**config.mk**
```make
export PLATFORM = sky130hd
export DESIGN_NAME = spi_write_master
export DESIGN_NICKNAME = d
export VERILOG_FILES = /design/src/rtl/spi_write_master.sv
export SDC_FILE = /design/constraint.sdc
export NUM_CORES = 1
export LEC_CHECK = 0
export BUFFER_PORTS_ARGS = -buffer_cell sky130_fd_sc_hd__clkbuf_2
export CORE_MARGIN = 1
export CORE_UTILIZATION = 50
export DETAILED_ROUTE_END_ITERATION = 8
export PLACE_DENSITY = 0.8
export SLEW_MARGIN = 20
export SYNTH_ARGS = -nofsm -noshare
export SYNTH_HDL_FRONTEND = slang
export SYNTH_SLANG_ARGS = --single-unit
```
**constraint.sdc**
```tcl
create_clock -name clk -period 4.9 [get_ports clk]
set_input_delay 0.98 -clock clk [delete_from_list [all_inputs] [get_ports clk]]
set_output_delay 0.98 -clock clk [all_outputs]
set_load 0.01 [all_outputs]
```
**src/rtl/spi_write_master.sv**
```systemverilog
// spi_write_master: SPI mode-0 write-only master. One DATA_W-bit word per CS frame,
// accepted over a valid/ready handshake and shifted out on MOSI under SCLK.
// Frame sequence: IDLE -> SETUP -> SHIFT -> HOLD -> GAP -> IDLE, each phase CLK_DIV cycles.
// Every pin and handshake output is a flop, so no input reaches a pin combinationally.
// Optional build macro: SPI_WR_LSB_FIRST_EN (shift LSB first instead of MSB first).
module spi_write_master #(
   parameter int DATA_W  = 16,
   parameter int CLK_DIV = 4
) (
   input  logic              clk,
   input  logic              rst,
   input  logic              wr_valid,
   input  logic [DATA_W-1:0] wr_data,
   output logic              wr_ready,
   output logic              busy,
   output logic              done,
   output logic              SCLK,
   output logic              MOSI,
   output logic              CS
);

   localparam int DIV_W = $clog2(CLK_DIV + 1);
   localparam int BIT_W = $clog2(DATA_W + 1);
   localparam logic [DIV_W-1:0] DIV_LAST = DIV_W'(CLK_DIV - 1);
   localparam logic [BIT_W-1:0] BIT_LAST = BIT_W'(DATA_W - 1);

   typedef enum logic [2:0] {
      ST_IDLE  = 3'd0,
      ST_SETUP = 3'd1,
      ST_SHIFT = 3'd2,
      ST_HOLD  = 3'd3,
      ST_GAP   = 3'd4
   } state_t;

   state_t            state_q, state_d;
   logic [DIV_W-1:0]  div_q, div_d;
   logic [BIT_W-1:0]  bit_q, bit_d;
   logic [DATA_W-1:0] shreg_q, shreg_d;
   logic              sclk_q, sclk_d;
   logic              mosi_q, mosi_d;
   logic              cs_q, cs_d;
   logic              busy_q, busy_d;
   logic              done_q, done_d;
   logic              wr_ready_q, wr_ready_d;
   logic              accept;
   logic              phase_end;
   logic              in_frame;

   // Bit presented on MOSI for a given shift-register content.
   function automatic logic wire_bit(input logic [DATA_W-1:0] w);
`ifdef SPI_WR_LSB_FIRST_EN
      return w[0];
`else
      return w[DATA_W-1];
`endif
   endfunction

   // Shift-register content after one bit has been sent.
   function automatic logic [DATA_W-1:0] shift_once(input logic [DATA_W-1:0] w);
`ifdef SPI_WR_LSB_FIRST_EN
      return {1'b0, w[DATA_W-1:1]};
`else
      return {w[DATA_W-2:0], 1'b0};
`endif
   endfunction

   assign accept    = wr_valid & wr_ready_q;
   assign phase_end = (div_q == DIV_LAST);

   // Next-state, counters, shift register and registered-output values.
   always_comb begin
      state_d = state_q;
      div_d   = div_q + DIV_W'(1);
      bit_d   = bit_q;
      shreg_d = shreg_q;
      sclk_d  = sclk_q;
      case (state_q)
         ST_IDLE: begin
            div_d  = {DIV_W{1'b0}};
            sclk_d = 1'b0;
            if (accept) begin
               shreg_d = wr_data;
               bit_d   = {BIT_W{1'b0}};
               state_d = ST_SETUP;
            end else begin
               state_d = ST_IDLE;
            end
         end
         ST_SETUP: begin
            if (phase_end) begin
               div_d   = {DIV_W{1'b0}};
               sclk_d  = 1'b1;
               state_d = ST_SHIFT;
            end else begin
               state_d = ST_SETUP;
            end
         end
         ST_SHIFT: begin
            if (phase_end && sclk_q) begin
               // Falling edge: data advances here so it is stable at the next rise.
               div_d  = {DIV_W{1'b0}};
               sclk_d = 1'b0;
               if (bit_q == BIT_LAST) begin
                  bit_d   = {BIT_W{1'b0}};
                  state_d = ST_HOLD;
               end else begin
                  bit_d   = bit_q + BIT_W'(1);
                  shreg_d = shift_once(shreg_q);
               end
            end else if (phase_end) begin
               div_d  = {DIV_W{1'b0}};
               sclk_d = 1'b1;
            end else begin
               state_d = ST_SHIFT;
            end
         end
         ST_HOLD: begin
            if (phase_end) begin
               div_d   = {DIV_W{1'b0}};
               state_d = ST_GAP;
            end else begin
               state_d = ST_HOLD;
            end
         end
         ST_GAP: begin
            if (phase_end) begin
               div_d   = {DIV_W{1'b0}};
               state_d = ST_IDLE;
            end else begin
               state_d = ST_GAP;
            end
         end
         default: begin
            state_d = ST_IDLE;
            div_d   = {DIV_W{1'b0}};
            bit_d   = {BIT_W{1'b0}};
            sclk_d  = 1'b0;
         end
      endcase

      in_frame   = (state_d == ST_SETUP) || (state_d == ST_SHIFT) || (state_d == ST_HOLD);
      cs_d       = ~in_frame;
      mosi_d     = in_frame ? wire_bit(shreg_d) : 1'b0;
      busy_d     = (state_d != ST_IDLE);
      wr_ready_d = (state_d == ST_IDLE);
      done_d     = (state_d == ST_GAP) && (div_d == DIV_LAST);
   end

   // State, counters, shift register and output flops; reset aborts any frame.
   always_ff @(posedge clk or posedge rst) begin
      if (rst) begin
         state_q    <= ST_IDLE;
         div_q      <= {DIV_W{1'b0}};
         bit_q      <= {BIT_W{1'b0}};
         shreg_q    <= {DATA_W{1'b0}};
         sclk_q     <= 1'b0;
         mosi_q     <= 1'b0;
         cs_q       <= 1'b1;
         busy_q     <= 1'b0;
         done_q     <= 1'b0;
         wr_ready_q <= 1'b0;
      end else begin
         state_q    <= state_d;
         div_q      <= div_d;
         bit_q      <= bit_d;
         shreg_q    <= shreg_d;
         sclk_q     <= sclk_d;
         mosi_q     <= mosi_d;
         cs_q       <= cs_d;
         busy_q     <= busy_d;
         done_q     <= done_d;
         wr_ready_q <= wr_ready_d;
      end
   end

   assign wr_ready = wr_ready_q;
   assign busy     = busy_q;
   assign done     = done_q;
   assign SCLK     = sclk_q;
   assign MOSI     = mosi_q;
   assign CS       = cs_q;

endmodule

```
== After elaboration in Yosys (flattened, before gate mapping) ==
Cells that the tools add are included.
Storage, ports and cells
  input port bits: 19
  flip-flop bits (word level): 33
  output and inout bits: 6
  word-level logic and storage cells: 65
Operators by class
  bitwise operators: 3
  equal/unequal tests: 14
  reductions and logical operators: 12
  muxes and demuxes: 23
  add/sub/neg operators: 2
Operator list (count)
  $mux W16: 3
  $pmux W16 S2: 1
  $mux W3: 7
  $eq A3 B2 Y1 const B: 6
  $mux W5: 3
  $pmux W3 S5: 1
  $pmux W5 S3: 1
  $eq A3 B1 Y1 const B: 2
  $eq A3 B3 Y1 const B: 2
  $logic_not A3 Y1: 2
  $ne A2 B2 Y1 const B: 3
  $pmux W3 S2: 1
  $add A5 B1 Y5 const B: 1
  $eq A5 B4 Y1 const B: 1
  $mux W1: 4
  $reduce_and A4 Y1: 1
  $add A3 B1 Y3 const B: 1
  $pmux W1 S3: 1
  $reduce_and A3 Y1: 1
  $reduce_bool A3 Y1: 1
  $reduce_or A3 Y1: 1
  $logic_and A1 B1 Y1: 2
  $logic_or A1 B1 Y1: 2
  $mux W2: 1
  4 further kinds: 5

== Longest topological paths before layout ==
  depth in word-level cells: 8
  depth in mapped cells: 8
  depth with buffers taken out: 7

== Worst setup path after synthesis ==
Ideal clock, no wire load.
  path type: reg-to-reg
  from: register div_q[0]
  to: register mosi_q (netlist: MOSI)
  library setup time: 0.078 ns
  clock period less this slack: 2.127 ns
  arrival time: 2.049 ns
  data required time: 4.822 ns
  path buffers: 0
  stages on the path, launching flop included: 8
  setup slack: 2.773 ns
  cell sequence: dfrtp_1 > ha_1 > nor2b_1 > ha_1 > inv_1 > or4b_2 > o2111ai_2 > a21boi_1
On the way
  word-level cells in the longest chain between the ends: 8
  elaborated cells between the ends (all ways): 16
  those cells by class: eq/ne: 4; mux: 9; reduce/logical: 3
RTL lines
  from (decl): line 36  | logic [DIV_W-1:0] div_q, div_d;
  from (signal assigned): line 153  | div_q <= {DIV_W{1'b0}};
  from (signal assigned): line 164  | div_q <= div_d;
  $eq A3 B2 Y1 (*): line 68  | assign phase_end = (div_q == DIV_LAST);
  $mux W3 / $logic_and A1 B1 Y1 (equally long branches): line 110, 99
  $mux W3: line 99  | if (phase_end && sclk_q) begin
  $pmux W3 S5: line 77  | case (state_q)
  $eq A3 B1 Y1 / $eq A3 B2 Y1 (equally long branches): line 141  | in_frame = (state_d == ST_SETUP) || (state_d == ST_SHIFT) || (state_d == ST_HOLD);
  $logic_or A1 B1 Y1 (2 in series): line 141
  $mux W1 (*): line 143  | mosi_d = in_frame ? wire_bit(shreg_d) : 1'b0;
  net mosi_d: line 40  | logic mosi_q, mosi_d;
  to (signal assigned): line 168  | mosi_q <= mosi_d;
  to (decl): line 40
The timed path passes the listed nets; every way through them passes the cells marked *. The select of a mux whose other input is x is not followed.
A chain may end at the register's enable or synchronous reset.

== Final worst setup path ==
  from: register div_q[0]
  to: register shreg_q[11]
On the way
  word-level cells in the longest chain between the ends: 4
RTL lines
  $eq A3 B2 Y1: line 68
  $logic_and A1 B1 Y1: line 99
  $ne A2 B2 Y1 (no line)
  $reduce_and A4 Y1 (no line)
  to (signal assigned): line 155  | shreg_q <= {DATA_W{1'b0}};
  to (signal assigned): line 166  | shreg_q <= shreg_d;
  to (decl): line 38  | logic [DATA_W-1:0] shreg_q, shreg_d;
No other way between the ends.

==> qor.csv <==
metric,value,unit
status,"finished, violations left",
violated checks,design-rule violations,
IO Count,25,
Total GRT Usage,0.200,
Rows,19,
WP buf/inv,1,
Tightest Pin Transition,0.736,ns
Synth Flop Type,dfrtp_1,
vias in the first global route,1106,
Max clock buf depth,2,
Metal-1 WL,1360,um
Slew Limit Fails,0,
Die Footprint,0.00337,sq mm
Pwr Total,0.878,mW
share of layout cells above drive strength 1,0.269,
initial core utilization,0.550,
1st-iter DRT viols,22,
global-route wire length before repair,4900,um
Setup crit start kind,flop,
synth unique cells,40,
CTS Hold Bufs,0,
dpl cell area,0.00169,sq mm
Met2 Routed Length,1260,um
Mapped Cells,134,
remaining antenna violation count,0,
Static Leak,0.907,nW
"EDFF count, synth",0,
Crit. End Element,flop,
Setup CP Type,reg2reg,
Worst-path clk slew,0.10,ns
setup TNS,0,ns
Nets,182,
"Top cell by count, worst path",ha_1,
detailed-router iteration count before antenna repair,8,
CTS resizes,0,
Final Hold Viols,0,
Crit-path slowest cell,nor3_4,
ys async rst share,1.00,
WL per Instance,14.6,um
crit path cell chain,"ha_1, nor2b_1, ha_1, inv_1, nor3_4, nor2_4, a21o_1",
max layer used,met4,
R2R setup slack,2.49,ns
period utilisation layout,0.491,
CP max FO,18,
RSZ-0062 raised after global routing,false,
Clk Tree Root Cell,clkbuf_4,
n_diodes,0,
DR DRC count,2,
min cycle time layout,2.41,ns
final WL,2780,um
GPL Wtd Cong,0.790,
Core Region,0.00285,sq mm
total grt overflow,0,
required time of the critical path,5.13,ns
routed wl met3,133,um
Synth Register Bits,33,
Final Instance Area,0.00174,sq mm
Max Cap Viol,0,
# Post-CTS Setup Buffers,0,
initial antenna violation count,0,
clk sink count,33,
Syn. warnings,0,
largest net degree at the start of global routing,34,
final design utilization,0.610,
max_slew headroom,0.508,
Fillers,247,
synthesized area per cell,11.7,sq um
port bufs,24,
slowest cell delay on critical path,0.64,ns
power density over the cells,504,mW/mm^2
Die W,58.0,um
Worst Hold Class,reg2reg,
syn_nets,157,
skew final,0.00445,ns
Max Clk Rate,415,MHz
final setup vio count,0,
"Seq/Total Area, Yosys",0.527,
via count,1116,
CTS tree,done,
number of clock buffers inserted by TritonCTS,5,
worst-skew pair later-pin latency,0.33,ns
DIE HEIGHT,58.0,um
Via-to-Cell Ratio,5.84,
CP Data Arrival Time,2.64,ns
maximum vdd drop,0.358,mV
Mapped Area,0.00157,sq mm
Top Family by Delay on Critical Path,simple AND/OR/NAND/NOR gates,
# H-tree levels,2,
Synth-to-Final Area Change,10.9,%
HPWL Detailed,2050,um
==> cell usage after synthesis, drive strengths merged, types with 2 or more instances <==
library cell / instances / share of area
a31oi: 2 / 0.0080
nand3: 5 / 0.016
inv: 6 / 0.014
ha: 4 / 0.032
o21ai: 2 / 0.0064
nor2b: 3 / 0.012
nor2: 7 / 0.022
buf: 7 / 0.032
a22o: 15 / 0.084
a21o: 14 / 0.067
or3: 2 / 0.0080
o2bb2ai: 3 / 0.017
nand2: 4 / 0.0096
o22ai: 2 / 0.0080
nand2b: 2 / 0.0080
o21a: 2 / 0.0096
and4b: 2 / 0.014
dfrtp: 32 / 0.51
nand3b: 2 / 0.0096
or3b: 2 / 0.011
nor3: 3 / 0.017
==> worst paths after layout <==
| path | end | from | cells past startpoint |
|---|---|---|---|
| setup reg to reg | shreg_q[11] | div_q[0] | 7 |
| setup / recovery | shreg_q[11] | div_q[0] | 7 |
| max in group asynchronous | CS | rst | 3 |
| hold / removal | div_q[0] | div_q[0] | 1 |
| min in group asynchronous | shreg_q[3] | rst | 3 |
| hold reg to reg | div_q[0] | div_q[0] | 1 |
==> power breakdown <==
group	switching, mW	total, mW	internal [mW]
clock	0.0935	0.147	0.0540
combinational	0.148	0.289	0.141
sequential	0.0687	0.441	0.373
==> per-layer routing <==
layer	vias to the layer above	global-route usage
li1	553	-
met3	4	0.0915
met1	537	0.264
met5	-	0
met4	0	0.0612
met2	22	0.297
==> cell type report <==
| cell class | count | area, sq um | area share |
|---|---|---|---|
| Clock buffer | 5 | 37.5 | 0.0216 |
| Clock inverter | 3 | 17.5 | 0.0101 |
| Inverter | 6 | 22.5 | 0.0129 |
| Multi-Input combinational cell | 88 | 669 | 0.385 |
| Sequential cell | 33 | 827 | 0.475 |
| Tap cell | 31 | 38.8 | 0.0223 |
| Timing Repair Buffer | 25 | 128 | 0.0733 |
==> worst reg2reg max path: stages, from the launching register on <==
cell     delay [ns]
dfrtp_1        0.38
ha_1           0.18
nor2b_1        0.35
ha_1           0.25
inv_1          0.09
nor3_4         0.64
nor2_4         0.18
a21o_1         0.23
==> logic make-up (layout without fill, tap and decap cells) <==
kind of cell / after synthesis / count (layout) / synth area share
xor+xnor: 1 / 1 / 0.00558
flops: 33 / 33 / 0.527
fa+ha+maj: 4 / 4 / 0.0319
mux: 1 / 1 / 0.00718
buf+inv: 13 / 39 / 0.0463
compound gates: 45 / 45 / 0.230
simple gates: 37 / 37 / 0.152
==> metrics by stage <==
stage	hold slack, ns	setup slack [ns]	cells
after global routing	0.506	2.29	191
after global placement	0.452	2.65	183
final	0.477	2.49	191
after CTS	0.483	2.48	191
after floorplan	0.442	2.77	134
after detailed placement	0.466	2.49	183
==> flip-flops by register name, summed over array words and instances (netlist names) <==
signal and count:
CS 1, MOSI 1, SCLK 1, bit_q 5, busy 1, div_q 3
done 1, shreg_q 16, state_q 3, wr_ready 1
==> placed cells by master, fill, tap and decap left out, drive strengths merged, types with 2 or more instances in the layout <==
cell type	n
nand2b	2
nor3	3
nand3b	2
clkbuf	29
nor2	7
a22o	15
nand3	5
a31oi	2
clkinv	2
ha	4
nand2	4
inv	6
o2bb2ai	3
o22ai	2
o21a	2
o21ai	2
a21o	14
or3	2
nor2b	3
or3b	2
dfrtp	32
and4b	2
Power figures use the tool's default switching activity.
